==> src/rtl/mesh_loader_pkg.sv <==
// mesh_loader_pkg
// Shared types and helpers for the mesh RAM loader.
//   state_t    : loader FSM states
//   WORD_BYTES : bytes packed per RAM word
//   mask_for() : byte-enable mask for n filled lanes (0..4)
package mesh_loader_pkg;

   typedef enum logic [2:0] {
      IDLE,
      COLLECT,
      WRITE,
      START,
      WAIT_HI,
      WAIT_LO
   } state_t;

   localparam int WORD_BYTES = 4;

   function automatic logic [WORD_BYTES-1:0] mask_for(input logic [2:0] n);
      logic [WORD_BYTES-1:0] m;
      case (n)
         3'd1:    m = 4'b0001;
         3'd2:    m = 4'b0011;
         3'd3:    m = 4'b0111;
         3'd4:    m = 4'b1111;
         default: m = 4'b0000;
      endcase
      return m;
   endfunction

endpackage

==> src/rtl/mesh_loader_byte_packer.sv <==
// mesh_loader_byte_packer
// Little-endian byte-to-word packer for mesh_loader.
// Build option: MESH_LOADER_CHECKSUM_EN adds a running XOR of packed bytes.
// Ports:
//   clk, rst_n : clock, async active-low reset
//   restart    : drop all state, store data as lane 0 (first byte of an image)
//   push       : store data in the next free lane
//   flush      : empty the lanes after the word has been written
//   data       : incoming byte
//   word       : packed word, unfilled lanes read as zero
//   count      : number of filled lanes (0..4)
//   mask       : byte-enable mask for the filled lanes
//   csum       : XOR of all bytes since restart (checksum build only)
module mesh_loader_byte_packer
   import mesh_loader_pkg::*;
(
   input  logic                  clk,
   input  logic                  rst_n,
   input  logic                  restart,
   input  logic                  push,
   input  logic                  flush,
   input  logic [7:0]            data,
   output logic [31:0]           word,
   output logic [2:0]            count,
   output logic [WORD_BYTES-1:0] mask
`ifdef MESH_LOADER_CHECKSUM_EN
   ,
   output logic [7:0]            csum
`endif
);

   logic [WORD_BYTES-1:0][7:0] lane_q;
   logic [2:0]                 count_q;

   always_ff @(posedge clk or negedge rst_n) begin
      if (!rst_n) begin
         lane_q  <= '0;
         count_q <= '0;
      end else if (restart) begin
         lane_q  <= {{((WORD_BYTES-1)*8){1'b0}}, data};
         count_q <= 3'd1;
      end else if (flush) begin
         // zeroing here keeps unfilled lanes of a partial word at 0
         lane_q  <= '0;
         count_q <= '0;
      end else if (push) begin
         lane_q[count_q[1:0]] <= data;
         count_q              <= count_q + 3'd1;
      end
   end

`ifdef MESH_LOADER_CHECKSUM_EN
   logic [7:0] acc_q;

   // the accumulator spans word boundaries, so flush leaves it alone
   always_ff @(posedge clk or negedge rst_n) begin
      if (!rst_n)
         acc_q <= '0;
      else if (restart)
         acc_q <= data;
      else if (push)
         acc_q <= acc_q ^ data;
   end

   assign csum = acc_q;
`endif

   assign word  = lane_q;
   assign count = count_q;
   assign mask  = mask_for(count_q);

endmodule

==> src/rtl/mesh_loader.sv <==
// mesh_loader
// Writes a little-endian byte stream into the subdivision core's input mesh
// RAM (EN/WE/A/Di port), then starts subsurf and waits for it to finish.
// Build option: MESH_LOADER_CHECKSUM_EN treats the s_last byte as an XOR
// checksum over the preceding bytes instead of data.
// Ports:
//   clk, rst_n                 : clock, async active-low reset
//   s_valid/s_data/s_last      : byte stream in
//   s_ready                    : byte accepted when s_valid && s_ready
//   en/we/a/di                 : RAM write port
//   start                      : one-cycle kick to subsurf
//   sub_busy                   : subsurf busy
//   loading                    : image in progress (any state but IDLE)
//   words                      : words written by the last image
//   err                        : sticky overflow/checksum error
//
// state   | meaning
// IDLE    | ready for the first byte of an image
// COLLECT | filling lanes (or discarding after overflow)
// WRITE   | one-cycle RAM write of the packed word
// START   | start pulse to subsurf
// WAIT_HI | waiting for subsurf to raise busy
// WAIT_LO | waiting for subsurf to drop busy
module mesh_loader
   import mesh_loader_pkg::*;
#(
   parameter int ADDR_W    = 9,
   parameter int DEPTH     = 512,
   parameter int BASE_ADDR = 0
) (
   input  logic                  clk,
   input  logic                  rst_n,
   input  logic                  s_valid,
   input  logic [7:0]            s_data,
   input  logic                  s_last,
   output logic                  s_ready,
   output logic                  en,
   output logic [WORD_BYTES-1:0] we,
   output logic [ADDR_W-1:0]     a,
   output logic [31:0]           di,
   output logic                  start,
   input  logic                  sub_busy,
   output logic                  loading,
   output logic [ADDR_W:0]       words,
   output logic                  err
);

   localparam logic [ADDR_W-1:0] BASE      = ADDR_W'(BASE_ADDR);
   localparam logic [ADDR_W:0]   WORDS_MAX = (ADDR_W+1)'(DEPTH);

   state_t              state_q, state_d;
   logic [ADDR_W-1:0]   ptr_q, ptr_d;
   logic [ADDR_W:0]     words_q, words_d;
   logic                err_q, err_d;
   logic                ovf_q, ovf_d;
   logic                last_q, last_d;
   logic                live_q;
   logic                accept;

   logic                  pk_restart, pk_push, pk_flush;
   logic [31:0]           pk_word;
   logic [2:0]            pk_count;
   logic [WORD_BYTES-1:0] pk_mask;
`ifdef MESH_LOADER_CHECKSUM_EN
   logic [7:0]            pk_csum;
`endif

   mesh_loader_byte_packer u_packer (
      .clk     (clk),
      .rst_n   (rst_n),
      .restart (pk_restart),
      .push    (pk_push),
      .flush   (pk_flush),
      .data    (s_data),
      .word    (pk_word),
      .count   (pk_count),
      .mask    (pk_mask)
`ifdef MESH_LOADER_CHECKSUM_EN
      ,
      .csum    (pk_csum)
`endif
   );

   // live_q keeps s_ready low while reset is held and for the first edge after
   always_ff @(posedge clk or negedge rst_n) begin
      if (!rst_n)
         live_q <= 1'b0;
      else
         live_q <= 1'b1;
   end

   assign s_ready = live_q && (state_q == IDLE || state_q == COLLECT);
   assign accept  = s_valid && s_ready;
   assign a       = ptr_q;
   assign words   = words_q;
   assign err     = err_q;
   assign loading = (state_q != IDLE);

   always_comb begin
      state_d    = state_q;
      ptr_d      = ptr_q;
      words_d    = words_q;
      err_d      = err_q;
      ovf_d      = ovf_q;
      last_d     = last_q;
      pk_restart = 1'b0;
      pk_push    = 1'b0;
      pk_flush   = 1'b0;
      en         = 1'b0;
      we         = '0;
      di         = '0;
      start      = 1'b0;

      case (state_q)
         IDLE: begin
            if (accept) begin
               err_d   = 1'b0;
               words_d = '0;
               ptr_d   = BASE;
               ovf_d   = 1'b0;
               last_d  = 1'b0;
`ifdef MESH_LOADER_CHECKSUM_EN
               // a lone byte is a checksum over nothing
               if (s_last) begin
                  if (s_data == 8'h00)
                     state_d = START;
                  else
                     err_d = 1'b1;
               end else begin
                  pk_restart = 1'b1;
                  state_d    = COLLECT;
               end
`else
               pk_restart = 1'b1;
               last_d     = s_last;
               state_d    = s_last ? WRITE : COLLECT;
`endif
            end
         end

         COLLECT: begin
            if (accept) begin
               if (ovf_q) begin
                  if (s_last) begin
                     ovf_d   = 1'b0;
                     state_d = IDLE;
                  end
               end
`ifdef MESH_LOADER_CHECKSUM_EN
               else if (s_last) begin
                  if (s_data != pk_csum) begin
                     err_d   = 1'b1;
                     state_d = IDLE;
                  end else if (pk_count != 3'd0) begin
                     last_d  = 1'b1;
                     state_d = WRITE;
                  end else begin
                     state_d = START;
                  end
               end
`endif
               // a byte opening a word past the end of the RAM window
               else if (pk_count == 3'd0 && words_q == WORDS_MAX) begin
                  err_d = 1'b1;
                  if (s_last)
                     state_d = IDLE;
                  else
                     ovf_d = 1'b1;
               end else begin
                  pk_push = 1'b1;
                  if (s_last) begin
                     last_d  = 1'b1;
                     state_d = WRITE;
                  end else if (pk_count == 3'd3) begin
                     state_d = WRITE;
                  end
               end
            end
         end

         WRITE: begin
            en       = 1'b1;
            we       = pk_mask;
            di       = pk_word;
            ptr_d    = ptr_q + ADDR_W'(1);
            words_d  = words_q + (ADDR_W+1)'(1);
            pk_flush = 1'b1;
            last_d   = 1'b0;
            state_d  = last_q ? START : COLLECT;
         end

         START: begin
            start   = 1'b1;
            state_d = WAIT_HI;
         end

         WAIT_HI: if (sub_busy) state_d = WAIT_LO;

         WAIT_LO: if (!sub_busy) state_d = IDLE;

         default: state_d = IDLE;
      endcase
   end

   always_ff @(posedge clk or negedge rst_n) begin
      if (!rst_n) begin
         state_q <= IDLE;
         ptr_q   <= BASE;
         words_q <= '0;
         err_q   <= 1'b0;
         ovf_q   <= 1'b0;
         last_q  <= 1'b0;
      end else begin
         state_q <= state_d;
         ptr_q   <= ptr_d;
         words_q <= words_d;
         err_q   <= err_d;
         ovf_q   <= ovf_d;
         last_q  <= last_d;
      end
   end

endmodule

==> config.mk <==
export PLATFORM = sky130hd
export DESIGN_NAME = mesh_loader
export DESIGN_NICKNAME = d
export VERILOG_FILES = /design/src/rtl/mesh_loader_pkg.sv /design/src/rtl/mesh_loader_byte_packer.sv /design/src/rtl/mesh_loader.sv
export SDC_FILE = /design/constraint.sdc
export NUM_CORES = 1
export LEC_CHECK = 0
export ABC_AREA = 1
export ABC_CLOCK_PERIOD_IN_PS = 1800
export CAP_MARGIN = 20
export CELL_PAD_IN_SITES_DETAIL_PLACEMENT = 1
export CELL_PAD_IN_SITES_GLOBAL_PLACEMENT = 2
export CORE_AREA = 2 2 111 113
export CTS_BUF_LIST = sky130_fd_sc_hd__clkbuf_8
export CTS_CLUSTER_DIAMETER = 100
export DETAILED_ROUTE_END_ITERATION = 12
export DIE_AREA = 0 0 113 115
export PLACE_DENSITY_LB_ADDON = 0.1
export REMOVE_ABC_BUFFERS = 1
export SYNTH_ARGS = -nofsm -noshare
export SYNTH_HDL_FRONTEND = slang
export SYNTH_SLANG_ARGS = --single-unit
==> constraint.sdc <==
create_clock -name clk -period 1.8 [get_ports clk]
set_input_delay 0.18 -clock clk [delete_from_list [all_inputs] [get_ports clk]]
set_output_delay 0.18 -clock clk [all_outputs]
set_load 0.02 [all_outputs]
Word-level counts from Yosys, hierarchy flattened
Index checks and enable logic that the tools add are counted.
{ "op_classes": {"mul": 0, "div_mod_pow": 0, "n_mux": 52, "order_cmp": 2, "bitwise_logic": 0, "eq_ne": 19, "shifts": 0, "reduce_logical": 17, "n_addsub": 3} }
{ "ops": {"columns": ["cell", "n"], "rows": [
  ["32-bit 2-to-1 mux", 4],
  ["3-bit 2-to-1 mux", 12],
  ["32-bit bitwise mux", 1],
  ["1-bit 2-to-1 mux", 21],
  ["10-bit one-hot mux with 2 select lines", 1],
  ["3-bit one-hot mux with 6 select lines", 1],
  ["9-bit one-hot mux with 2 select lines", 1],
  ["8-bit demux with 2-bit select", 1],
  ["4-bit one-hot mux with 4 select lines", 1],
  ["2-bit inequality test, second input constant", 7],
  ["3-bit by 2-bit equality test with 1-bit output, second input constant", 4],
  ["10-bit by 1-bit adder with 10-bit output, second input constant", 1],
  ["10-bit equality test, second input constant", 1],
  ["10-bit 2-to-1 mux", 1],
  ["5-bit AND reduction", 2],
  ["9-bit by 1-bit adder with 9-bit output, second input constant", 1],
  ["3-bit equality test, second input constant", 3],
  ["9-bit 2-to-1 mux", 1],
  ["3-bit nonzero test", 3],
  ["8-bit 2-to-1 mux", 1],
  ["3-bit by 1-bit equality test with 1-bit output, second input constant", 2],
  ["3-bit logical NOT", 2],
  ["6-bit AND reduction", 1],
  ["5-bit by 3-bit inequality test with 1-bit output, second input constant", 1],
  ["13 further kinds", 19]
]} }
{ "word_totals": {"mem_count": 0, "ramBits": 0, "out_inout_bits": 60, "wordCells": 105, "rom_bits": 0, "ff_bits": 61, "inputBits": 13, "latchBits": 0} }

Logic depth before layout (Yosys ltp)
{ "depth": {"depth_word": 9, "mapped_depth": 11} }

Cells and area by module
A second synthesis with hierarchy kept.
{ "unflattened": {"hier_cells": 502, "hier_area_um2": 3588.4} }
{ "by_module_without_submodules": {"columns": ["mod", "n_inst", "cells_per_inst", "area_per_inst_um2"], "rows": [
  ["mesh_loader", 1, 286, 1915.6],
  ["mesh_loader_byte_packer", 1, 216, 1672.9]
]} }

Worst setup path after synthesis
OpenSTA, ideal clock, no wires.
{ "synth_path": {"path_kind": "reg2out", "startpoint": "reg u_packer.count_q[0], in the netlist u_packer.count[0]", "endpoint": "out we[0]", "t_required_ns": 1.620, "n_path_buf": 0, "arrival_time_ns": 1.510, "path_slack_ns": 0.110, "stages_incl_launch_ff": 7, "path_cell_list": "dfrtp_1 -> inv_1 -> ha_1 -> nand2_1 -> o21a_1 -> a21oi_1 -> a31o_2"} }
{ "synth_via": {"elab_chain_cells": 3} }
{ "synth_rtl": {"columns": ["element", "line_no", "rtl"], "rows": [
  ["start, declared", "mesh_loader_byte_packer.sv:33", "logic [2:0] count_q;"],
  ["start signal, assigned", "mesh_loader_byte_packer.sv:48", "count_q <= count_q + 3'd1;"],
  ["3-bit equality test (tied with other cells)", "mesh_loader_pkg.sv:21", "case (n)"],
  ["4-bit one-hot mux with 4 select lines (*)", "mesh_loader_pkg.sv:21", null],
  ["4-bit 2-to-1 mux (*)", "mesh_loader.sv:114", "case (state_q)"],
  ["end, declared", "mesh_loader.sv:38", "output logic [WORD_BYTES-1:0] we,"]
]} }
Mark *: on every way between the ends. The rest lies on a longest branch, timed or not.

Final worst setup path
{ "layout_path": {"startpoint": "reg u_packer.count_q[1], in the netlist u_packer.count[1]", "endpoint": "reg u_packer.lane_q (netlist bit u_packer.word[18])"} }
{ "layout_via": {"elab_chain_cells": 8} }
{ "layout_rtl": {"columns": ["element", "line_no", "rtl"], "rows": [
  ["2-bit by 3-bit less-than comparator with 1-bit output (not written as such) / 2-bit by 1-bit greater-or-equal comparator with 1-bit output (equally long branches)", "mesh_loader_byte_packer.sv:47", "lane_q[count_q[1:0]] <= data;"],
  ["1-bit logical AND (not written as such)", "mesh_loader_byte_packer.sv:47", null],
  ["8-bit 2-to-1 mux (not written as such)", "mesh_loader_byte_packer.sv:47", null],
  ["8-bit demux with 2-bit select", null, null],
  ["32-bit bitwise mux", "mesh_loader_byte_packer.sv:47", null],
  ["32-bit 2-to-1 mux", "mesh_loader_byte_packer.sv:46", "end else if (push) begin"],
  ["32-bit 2-to-1 mux", "mesh_loader_byte_packer.sv:42", "end else if (flush) begin"],
  ["32-bit 2-to-1 mux", "mesh_loader_byte_packer.sv:39", "end else if (restart) begin"],
  ["end signal, assigned", "mesh_loader_byte_packer.sv:40", "lane_q <= {{((WORD_BYTES-1)*8){1'b0}}, data};"],
  ["end signal, assigned by index", "mesh_loader_byte_packer.sv:47", null],
  ["end, declared", "mesh_loader_byte_packer.sv:32", "logic [WORD_BYTES-1:0][7:0] lane_q;"]
]} }
Several ways; a longest one is shown, not always the timed one. The select of a mux whose other input is x is not followed.
A chain may end at the register's enable or synchronous reset.

==> key figures <==
Clocking
  – Num CTS Buffers: 9
  – Worst-skew pair later-pin latency: 350 ps
  – H-tree levels: 3
  – Root cell of the clock tree: clkbuf_8
  – Clk buf depth: 2
  – Clk slew on worst S/H paths: 70 ps
  – Clock sinks: 61
  – TritonCTS clock tree: yes

Layout
  – Final cell utilization of the core: 43.15%
  – Share of cells above drive strength 1: 27.37%
  – Register area: 0.001528 mm²
  – Area of the multi-input gates: 0.001647 mm²
  – Number of diodes: 0
  – Fill cells: 1457
  – Net count, final: 598
  – Area grow syn2layout: 52.95%

Synth
  – Flop and latch count out of synthesis: 61
  – Synth Area in Compound Gates: 8.036%
  – Yosys cell types: 36
  – Synth Area in XOR/XNOR: 0%
  – Seq/Total Area, Yosys: 45.81%
  – Mapped cell area: 0.003332 mm²
  – Ys Warns: 0
  – Synth Area per Inst: 7.521 µm²
  – Ranking of synthesized cells by area: dfrtp_1 46%, nand2_1 11%, nand3_1 9.0%
  – Area share of the largest cell type after synthesis: 45.81%
  – Synth Area in Adders: 3.004%
  – Post-Synthesis Cells: 443
  – Cell taking the most area after synthesis: dfrtp_1
  – Post-Synth Simple-Gate Area: 32.59%
  – Main combinational cell family by area after synthesis: simple AND/OR/NAND/NOR gates
  – Post-synthesis mux area share: 0%

Hold path
  – Type of the tightest min-delay check: in -> async

Job
  – # Max-Cap Violations: 0

Worst setup path
  – R2R Setup Slk: -30 ps
  – Critical path cell sequence: inv_2 > ha_4 > buf_4 > nand3_4 > nor2_4 > nand2_2 > nand3_4 > nor2_8 > nand2_4 > buf_12 > nand3_1 > nand2_1
  – Crit-path max FO: 5
  – Crit path DAT: 2080 ps
  – CP Launch Type: register
  – CP required: 2040 ps
  – CP Capture Type: register
  – Crit-path max cell delay: 430 ps
  – Most frequent CP cell: nand3_4
  – Path depth of the worst reg2reg path: 12
  – Crit path kind: reg -> reg
  – Slowest CP cell: dfrtp_1

Power
  – LEAKAGE: 0.002500 µW
  – Worst vdd ir: 0.4366 mV
  – PwrDens: 1287 mW/mm²

Drt
  – Final WL: 11.49 mm
  – # DRC: 3
  – Vias: 3335
  – Iter 0 DRT Violations: 130
  – WL/cell: 15.78 µm
  – Drt first pass iters: 8
  – Antenna viol nets, final: 0
  – Vias per std cell: 4.581

Timing
  – Fin. max-slew vios: 0
  – Final WS setup: -34.31 ps
  – Finish-stage setup viols: 15
  – F_max: 0.5452 GHz
  – Min Tclk post-route: 1834 ps
  – Final hold vios: 0
  – Fin crit share: 101.9%
  – Slew HR: 63.42%
  – Hold slack: 347.2 ps
  – Post-Route Skew: 6.496 ps
  – RSZ-0062 raised after global routing: true
  – Fin Setup TNS: -334.4 ps
  – Worst Tran Pin Value: 548.7 ps

Run status
  – Failing checks: DRC, setup timing
  – Status: finished, violations left

Global routing
  – Final global-route overflow total: 0
  – First-pass GRT wire length: 17.72 mm
  – Overall Global Routing Usage: 17.35%
  – Vias in the first global route: 3474
  – Largest net degree at the start of global routing: 42
  – Initial antenna violation count: 0

Floorplan
  – Die Ht: 115 µm
  – # rows: 40
  – Die X: 113 µm
  – Total Die Area: 0.01300 mm²
  – IO Pins: 73
  – Initial core utilization: 28.21%
  – Core ar.: 0.01181 mm²

Place
  – Worst slack, placed: -170.6 ps
  – IO buf count: 72
  – Final HPWL DP: 7.757 mm
  – RD Place Congestion: 0.7618
cell usage after synthesis (all sizes together):
master	count
nand2	101
inv	73
nand3	64
nor2	64
dfrtp	61
o21ai	25
a21oi	13
buf	8
ha	8
nand4	5
clkinv	3
nor3	3
a31oi	2
clkbuf	2
a21boi	1
a22o	1
a31o	1
and2	1
conb	1
nand3b	1
o211ai	1
o21a	1
o21bai	1
o22ai	1
o31ai	1
cells in the final DEF (no fill, tap or decap), types with 5 or more instances in the layout:
cell / n
clkdlybuf4s15_2: 14
buf_2: 22
buf_4: 45
ha_1: 5
nand3_4: 5
inv_1: 67
a21oi_1: 11
buf_12: 6
nand2_1: 89
nand3_1: 56
clkbuf_8: 11
dfrtp_1: 60
o21ai_0: 22
inv_2: 9
nor2_1: 58
clkdlybuf4s50_1: 31
nand2_2: 8
buf_6: 5
metal layers:
layer  up-vias  track usage (%)  wire length (µm)
met5         -                0                 0
met4         0            6.179               169
met3        13            2.583               336
met2        58            28.26              5336
met1      1594            23.65              5642
li1       1670                -                 -
per-stage QoR:
stage / instances / instance area, µm² / power [µW]
after CTS: 715 / 4890 / 6118
final: 728 / 5096 / 6561
after detailed placement: 698 / 4592 / 4725
after global routing: 728 / 5096 / 7028
after floorplan: 433 / 3284 / 3291
after global placement: 698 / 4592 / 4658
timing repair:
item                                    4_1_cts  5_1_grt
gates cloned                                  0        6
endpoints found under the setup margin       74       57
hold endpoints to repair                     20        0
gates resized for setup                     146       54
setup buffers                                 4        7
hold buffers                                  1        0
pin swaps                                     9       11
worst max-delay path: cells and delay by family (launching register included):
kind | cells | cell delay [ps]
simple gates | 8 | 770
buf+inv | 3 | 370
flops | 1 | 430
fa+ha+maj | 1 | 160
logic make-up after synthesis:
family	count (synthesis)
AO/OA/AOI/OAI	48
adder cells (fa/ha/maj)	8
buffers and inverters	86
flip-flops	61
other	1
AND/OR/NAND/NOR	239
worst paths after layout:
kind	start	to
min	rst_n	words[2]
max	u_packer.count[1]	u_packer.word[18]
min in group clk	last_q	last_q
max reg2reg	u_packer.count[1]	u_packer.word[18]
max in group asynchronous	rst_n	state_q[1]
min reg2reg	last_q	last_q
power breakdown:
part | leakage, µW | switching, µW | internal, µW
clock network | 0.000109 | 565 | 694
logic | 0.00156 | 1930 | 1510
registers | 0.000829 | 212 | 1650
layout make-up:
type                            count  share of cell area, %
Tap cell                          147                  3.609
Timing Repair Buffer              131                  24.23
Inverter                           76                  6.089
Multi-Input combinational cell    298                  32.31
Clock buffer                       11                  2.971
Clock inverter                      4                 0.8102
Sequential cell                    61                  29.98
flip-flops by register name, indices dropped and copies added (netlist names):
signal	count
state_q	3
a	9
u_packer.word	32
last_q	1
u_packer.count	3
words	10
err	1
ovf_q	1
live_q	1
Power figures use the tool's default switching activity.
